File: config.mk
export PLATFORM = sky130hd
export DESIGN_NAME = mtimer_multi_flat
export DESIGN_NICKNAME = d
export VERILOG_FILES = /design/src/rtl/mtimer_pkg.sv /design/src/rtl/mtimer_multi_if.sv /design/src/rtl/mtimer_cmp.sv /design/src/rtl/mtimer_multi.sv /design/src/flat_wrapper.sv
export SDC_FILE = /design/constraint.sdc
export NUM_CORES = 1
export LEC_CHECK = 0
export ABC_CLOCK_PERIOD_IN_PS = 2400
export CAP_MARGIN = 20
export CELL_PAD_IN_SITES_DETAIL_PLACEMENT = 1
export CELL_PAD_IN_SITES_GLOBAL_PLACEMENT = 2
export CORE_MARGIN = 2
export CORE_UTILIZATION = 30
export CTS_CLUSTER_SIZE = 28
export DETAILED_ROUTE_END_ITERATION = 6
export GPL_TIMING_DRIVEN = 0
export HOLD_SLACK_MARGIN = 0.15
export PLACE_DENSITY_LB_ADDON = 0.08
export SYNTH_ARGS = -nofsm -noshare
export SYNTH_HDL_FRONTEND = slang
export SYNTH_SLANG_ARGS = --single-unit
File: constraint.sdc
create_clock -name clk -period 2.4 [get_ports clk]
set_clock_uncertainty 0.2 [all_clocks]
set_input_delay 0.36 -clock clk [delete_from_list [all_inputs] [get_ports clk]]
set_output_delay 0.36 -clock clk [all_outputs]
set_load 0.01 [all_outputs]
File: src/rtl/mtimer_pkg.sv
// Shared register map and CTRL field positions for the multi-compare timer.
package mtimer_pkg;

  localparam int unsigned ADDR_W       = 6;
  localparam int unsigned DATA_W       = 32;

  localparam logic [ADDR_W-1:0] MTIME_LO = 6'd0;
  localparam logic [ADDR_W-1:0] MTIME_HI = 6'd1;
  localparam logic [ADDR_W-1:0] CTRL     = 6'd2;
  localparam logic [ADDR_W-1:0] PEND     = 6'd3;
  localparam logic [ADDR_W-1:0] CMP_BASE = 6'd8;

  localparam int unsigned CTRL_EN_BIT  = 0;
  localparam int unsigned CTRL_DIV_LSB = 8;

  // Word index of channel idx compare register, low (hi=0) or high (hi=1) half.
  function automatic logic [ADDR_W-1:0] cmp_addr(input int unsigned idx, input logic hi);
    return CMP_BASE + 6'(2 * idx) + {5'd0, hi};
  endfunction

endpackage

File: src/rtl/mtimer_multi_if.sv
// Register-access bus and interrupt outputs of the multi-compare timer.
interface mtimer_multi_if #(
  parameter int unsigned NUM_CMP = 2
) ();
  logic               io_en;
  logic               io_we;
  logic [5:0]         io_addr;
  logic [31:0]        io_din;
  logic [31:0]        io_dout;
  logic [NUM_CMP-1:0] irq;
  logic               irq_any;

  modport master (output io_en, io_we, io_addr, io_din, input io_dout, irq, irq_any);
  modport slave  (input io_en, io_we, io_addr, io_din, output io_dout, irq, irq_any);
endinterface

File: src/rtl/mtimer_cmp.sv
// One compare channel: CMP register with its write decode and registered irq.
module mtimer_cmp
  import mtimer_pkg::*;
#(
  parameter int unsigned CNT_W = 64,
  parameter int unsigned IDX   = 0
) (
  input  logic              clk,
  input  logic              resetb,
  input  logic              wr,
  input  logic [5:0]        addr,
  input  logic [31:0]       din,
  input  logic [CNT_W-1:0]  mtime,
  output logic [CNT_W-1:0]  cmp,
  output logic              irq
);

  logic [63:0] cmp64;
  assign cmp64 = 64'(cmp);

  // Compare register: each half written independently, bits above CNT_W dropped.
  always_ff @(posedge clk or negedge resetb) begin
    if (!resetb) begin
      cmp <= '1;
    end else if (wr && addr == cmp_addr(IDX, 1'b0)) begin
      cmp <= CNT_W'({cmp64[63:32], din});
    end else if (wr && addr == cmp_addr(IDX, 1'b1)) begin
      cmp <= CNT_W'({din, cmp64[31:0]});
    end
  end

  // Interrupt level follows the registered mtime/cmp relation one cycle later.
  always_ff @(posedge clk or negedge resetb) begin
    if (!resetb) irq <= 1'b0;
    else         irq <= (mtime >= cmp);
  end

endmodule

File: src/rtl/mtimer_multi.sv
// Machine timer with prescaler and NUM_CMP compare/interrupt channels.
module mtimer_multi
  import mtimer_pkg::*;
#(
  parameter int unsigned NUM_CMP = 2,
  parameter int unsigned CNT_W   = 64,
  parameter int unsigned PRE_W   = 8
) (
  input  logic          clk,
  input  logic          resetb,
  mtimer_multi_if.slave bus
);

  logic               wr;
  logic               rd;
  logic [CNT_W-1:0]   mtime;
  logic [63:0]        mt64;
  logic [PRE_W-1:0]   presc;
  logic [PRE_W-1:0]   div;
  logic               en;
  logic               tick;
  logic [31:0]        shadow;
  logic [31:0]        dout;
  logic [31:0]        rdata;
  logic [NUM_CMP-1:0] irq_r;
  logic [CNT_W-1:0]   cmp_val [NUM_CMP];

  assign wr   = bus.io_en & bus.io_we;
  assign rd   = bus.io_en & ~bus.io_we;
  assign mt64 = 64'(mtime);
  assign tick = en && (presc == div);

  // CTRL fields and prescaler; a CTRL write restarts the prescale period.
  always_ff @(posedge clk or negedge resetb) begin
    if (!resetb) begin
      en    <= 1'b1;
      div   <= '0;
      presc <= '0;
    end else if (wr && bus.io_addr == CTRL) begin
      en    <= bus.io_din[CTRL_EN_BIT];
      div   <= bus.io_din[CTRL_DIV_LSB +: PRE_W];
      presc <= '0;
    end else if (tick) begin
      presc <= '0;
    end else if (en) begin
      presc <= presc + PRE_W'(1);
    end
  end

  // mtime counter; a software write to either half wins over the increment.
  always_ff @(posedge clk or negedge resetb) begin
    if (!resetb) begin
      mtime <= '0;
    end else if (wr && bus.io_addr == MTIME_LO) begin
      mtime <= CNT_W'({mt64[63:32], bus.io_din});
    end else if (wr && bus.io_addr == MTIME_HI) begin
      mtime <= CNT_W'({bus.io_din, mt64[31:0]});
    end else if (tick) begin
      mtime <= mtime + CNT_W'(1);
    end
  end

  // Compare channels.
  for (genvar i = 0; i < NUM_CMP; i++) begin : g_cmp
    mtimer_cmp #(.CNT_W(CNT_W), .IDX(i)) u_cmp (
      .clk    (clk),
      .resetb (resetb),
      .wr     (wr),
      .addr   (bus.io_addr),
      .din    (bus.io_din),
      .mtime  (mtime),
      .cmp    (cmp_val[i]),
      .irq    (irq_r[i])
    );
  end

  // Read data select; unmapped words return zero.
  always_comb begin
    rdata = '0;
    case (bus.io_addr)
      MTIME_LO: rdata = mt64[31:0];
      MTIME_HI: rdata = shadow;
      CTRL: begin
        rdata[CTRL_EN_BIT]             = en;
        rdata[CTRL_DIV_LSB +: PRE_W]   = div;
      end
      PEND:     rdata[NUM_CMP-1:0] = irq_r;
      default: begin
        for (int i = 0; i < NUM_CMP; i++) begin
          if (bus.io_addr == cmp_addr(i, 1'b0)) rdata = 32'(cmp_val[i]);
          if (bus.io_addr == cmp_addr(i, 1'b1)) rdata = 32'(64'(cmp_val[i]) >> 32);
        end
      end
    endcase
  end

  // Registered read port; a MTIME_LO read latches the high word for a coherent pair.
  always_ff @(posedge clk or negedge resetb) begin
    if (!resetb) begin
      dout   <= '0;
      shadow <= '0;
    end else if (rd) begin
      dout <= rdata;
      if (bus.io_addr == MTIME_LO) shadow <= mt64[63:32];
    end
  end

  assign bus.io_dout = dout;
  assign bus.irq     = irq_r;
  assign bus.irq_any = |irq_r;

endmodule

File: src/flat_wrapper.sv
// flat-port wrapper written by rule: the top's interface ports become plain ports
module mtimer_multi_flat import mtimer_pkg::*;
#(
  parameter int unsigned NUM_CMP = 2,
  parameter int unsigned CNT_W   = 64,
  parameter int unsigned PRE_W   = 8
)
  (clk, resetb, bus_io_en, bus_io_we, bus_io_addr, bus_io_din, bus_io_dout, bus_irq, bus_irq_any);
  mtimer_multi_if #(.NUM_CMP(NUM_CMP)) bus_i ();
  input  logic clk;
  input  logic resetb;
  input wire logic [$bits(bus_i.io_en)-1:0] bus_io_en;
  input wire logic [$bits(bus_i.io_we)-1:0] bus_io_we;
  input wire logic [$bits(bus_i.io_addr)-1:0] bus_io_addr;
  input wire logic [$bits(bus_i.io_din)-1:0] bus_io_din;
  output wire logic [$bits(bus_i.io_dout)-1:0] bus_io_dout;
  output wire logic [$bits(bus_i.irq)-1:0] bus_irq;
  output wire logic [$bits(bus_i.irq_any)-1:0] bus_irq_any;
  assign bus_i.io_en = bus_io_en;
  assign bus_i.io_we = bus_io_we;
  assign bus_i.io_addr = bus_io_addr;
  assign bus_i.io_din = bus_io_din;
  assign bus_io_dout = bus_i.io_dout;
  assign bus_irq = bus_i.irq;
  assign bus_irq_any = bus_i.irq_any;
  mtimer_multi #(.NUM_CMP(NUM_CMP), .CNT_W(CNT_W), .PRE_W(PRE_W)) u_core (.clk(clk), .resetb(resetb), .bus(bus_i));
endmodule
==> results of run 1 <==
## through the flow
stage	cell area [um^2]	total power [W]	util (%)
5_1_grt	22040	0.01520	40.00
3_3_place_gp	18390	0.008294	33.38
2_1_floorplan	16690	0.007070	-
6_report	22040	0.01457	40.01
3_5_place_dp	18500	0.008373	33.58
4_1_cts	21210	0.01447	38.49
## sequential cells by signal, indices dropped and copies added, names as in the netlist
| signal | flops |
|---|---|
| u_core.shadow | 32 |
| u_core.presc | 8 |
| u_core.bus.io_dout | 32 |
| u_core.en | 1 |
| u_core.mt64 | 64 |
| u_core.g_cmp.u_cmp.cmp | 128 |
| u_core.g_cmp.u_cmp.irq | 2 |
| u_core.div | 8 |
## path summary, 6_finish.rpt
check	depth (start not counted)	to	slack, ps	startpoint
setup / recovery	8	u_core.g_cmp[0].u_cmp.irq	-190	u_core.mt64[25]
hold / removal	2	u_core.shadow[18]	150	resetb
setup reg to reg	8	u_core.g_cmp[0].u_cmp.irq	-190	u_core.mt64[25]
hold reg to reg	2	u_core.bus.io_dout[9]	280	u_core.bus.io_dout[9]
max in group asynchronous	3	u_core.mt64[5]	850	resetb
min in group clk	2	u_core.bus.io_dout[9]	280	u_core.bus.io_dout[9]
## layout by cell type (no fill, tap or decap), types with 12 or more instances in the layout
master,netlist,routed
clkbuf_1,58,25
a22o_1,19,19
nand2_1,235,227
o21ai_0,208,178
nor3_1,20,14
buf_4,3,97
buf_2,22,14
o21ai_1,0,21
o22ai_1,20,12
and3_1,20,13
dfrtp_1,146,104
clkbuf_16,0,44
nand4_1,59,59
dfstp_2,129,129
nand3_1,37,28
inv_1,145,134
dfrtp_2,0,42
o31ai_1,13,12
buf_6,2,26
a21oi_1,83,71
clkbuf_2,0,28
nor2_1,53,45
mux2_2,69,69
a22oi_1,14,13
a31oi_1,20,19
xor2_1,13,13
ha_1,130,119
mux4_2,33,33
clkdlybuf4s50_1,0,72
## cell type report
type                       count  area, um^2
antenna                        1       2.502
buffer                        87       659.4
clock buffer                  61        1141
clock inverter                 9       45.04
fill                        6192       33050
inverter                     145       544.3
multi-input combinational   1233        9699
sequential                   275        7096
tap                          748       935.9
timing repair buffer         195        1917
## kinds of logic after synthesis
kind of cell / after synthesis / synth area share (%)
and+or+nand+nor: 512 / 15.12
AOI/OAI and AO/OA: 455 / 16.33
DFF: 275 / 42.20
buffers and inverters: 239 / 5.697
adders and majority gates: 130 / 9.745
muxes: 111 / 9.648
xor gates and xnor gates: 24 / 1.259
## where the power goes
| group | internal [W] | total [W] | switching, W |
|---|---|---|---|
| combinational | 0.00141 | 0.00324 | 0.00184 |
| clock | 0.00325 | 0.00557 | 0.00231 |
| sequential | 0.00528 | 0.00576 | 0.000477 |
| total | 0.00994 | 0.0146 | 0.00463 |
## worst max-delay path, cell delays in order (launching register included)
cell and delay (ps):
dfrtp_2 460, buf_12 150, ha_4 250, nand4_1 90, or2_4 280, nand3b_1 370, a41oi_2 400, o311ai_2 140
nand3b_1 160
## repair_timing
action	4_1_cts	5_1_grt
setup endpoints to repair	259	197
setup buffers	73	38
gates cloned	1	4
hold endpoints to repair	171	0
hold buffers	2	0
gates resized for setup	277	163
pin swaps	67	46
## metal layers
layer	vias up	track usage (%)
met4	0	10.13
met5	-	0
li1	6821	-
met3	119	4.156
met1	7884	38.80
met2	359	40.94
==> flow_summary.yaml, run 1 <==
drt:
  vias: 15180
  drt_iter0_markers: 914
  antenna_left: 0
  wl_per_cell_um: 28.32
  top_layer: "met4"
  routed_wl_um: 78000
  wl_met2_um: 34130
  route.detailed.drc: 0
  drtPass1Iterations: 4
  vias_per_cell: 5.513
  met1_length_um: 37500
  route.met3.wl_um: 3586
logic_synthesis:
  netlist.area_leader.share_pct: 21.89
  synth_seq_cells: 275
  yosys-top-cells-count: "235 x nand2_1, 208 x o21ai_0, 146 x dfrtp_1"
  synthMostInstantiatedCell: "nand2_1"
  syn_nets: 1918
  synth_ff_type: "dfrtp_1"
  syn_area_um2: 16690
  yosysTopAreaCell: "dfrtp_1"
  synth-edff-count: 0
  asyncSetResetFlopFracSynth_pct: 100.0
  synth_area_per_cell_um2: 9.560
  synth_cells: 1746
  ys_seq_area_share_pct: 42.20
  synth_cell_types: 70
  ys_warn_count: 0
  synth_area_leaders: "dfrtp_1 22%, dfstp_2 20%, ha_1 9.7%"
run:
  cap_viol_max_count: 0
floorplanning:
  start_util_pct: 30.30
  die_h_um: 239.9
  core_um2: 55090
  die_x_um: 239.9
  io_pins: 77
  die_area_um2: 57540
  rows: 86
sta:
  period_minus_slack_ps: 2590
  rsz0062_at_grt: "true"
  setup_tns_ps: -1599
  max_freq_mhz: 386.1
  relSlewSlack_pct: 40.83
  hold-worst-slack_ps: 154.4
  setup_violations: 29
  hold_violations: 0
  slew_viol_final: 0
  finalCritPeriodShare_pct: 107.9
  worst_slack_ps: -190.1
  tightest_slew_ps: 887.6
layout:
  final_nets: 2147
  areaGrowthSynthToFinish_pct: 32.05
  layout-drive-gt1-share_pct: 34.41
  final_cells: 2754
clocking:
  clk_pin_slew_ps: 60
  cts-htree-levels: 2
  clockBufferDepth: 3
  worstSkewPairLatency_ps: 570
  cts_tree: "yes"
  cts_num_sinks: 275
  ctsRootBufferMaster: "clkbuf_16"
  cts_buffers: 38
place:
  gp_congestion: 0.8601
  io_buffers: 76
  pre_cts_ws_ps: -1894
  dp_hpwl_um: 56610
  post-place-cells: 2575
critical_path:
  cp.required_ps: 2680
  worst_ep_arrival_time_ps: 2870
  path_max_fanout: 4
  crit_path_start_kind: "flop"
  worstSetupPathType: "reg2reg"
  critPathCaptureType: "flop"
global_route:
  overflow: 0
  grtUsageTotal_pct: 27.03
  grt_pass1_vias: 15720
  antenna_found_initial: 1
  grt_pass1_wl_um: 111600
  grt_max_degree: 95
power_and_ir_drop:
  p_leak_nw: 9.577
  vdd_drop_max_uv: 422.8
  cellPowerDensity_nw_per_um2: 660.9
min_path:
  hold_class: "in2async"
run_status:
  status: "finished with violations"
  violations: "setup timing"
No activity file was read; power rests on OpenSTA's default activity.
==> run 2: changes to the inputs <==
- CTS_CLUSTER_SIZE: 28 -> unset
==> results of run 2 <==
Final layout, timing and power as in run 1 (identical DEF).
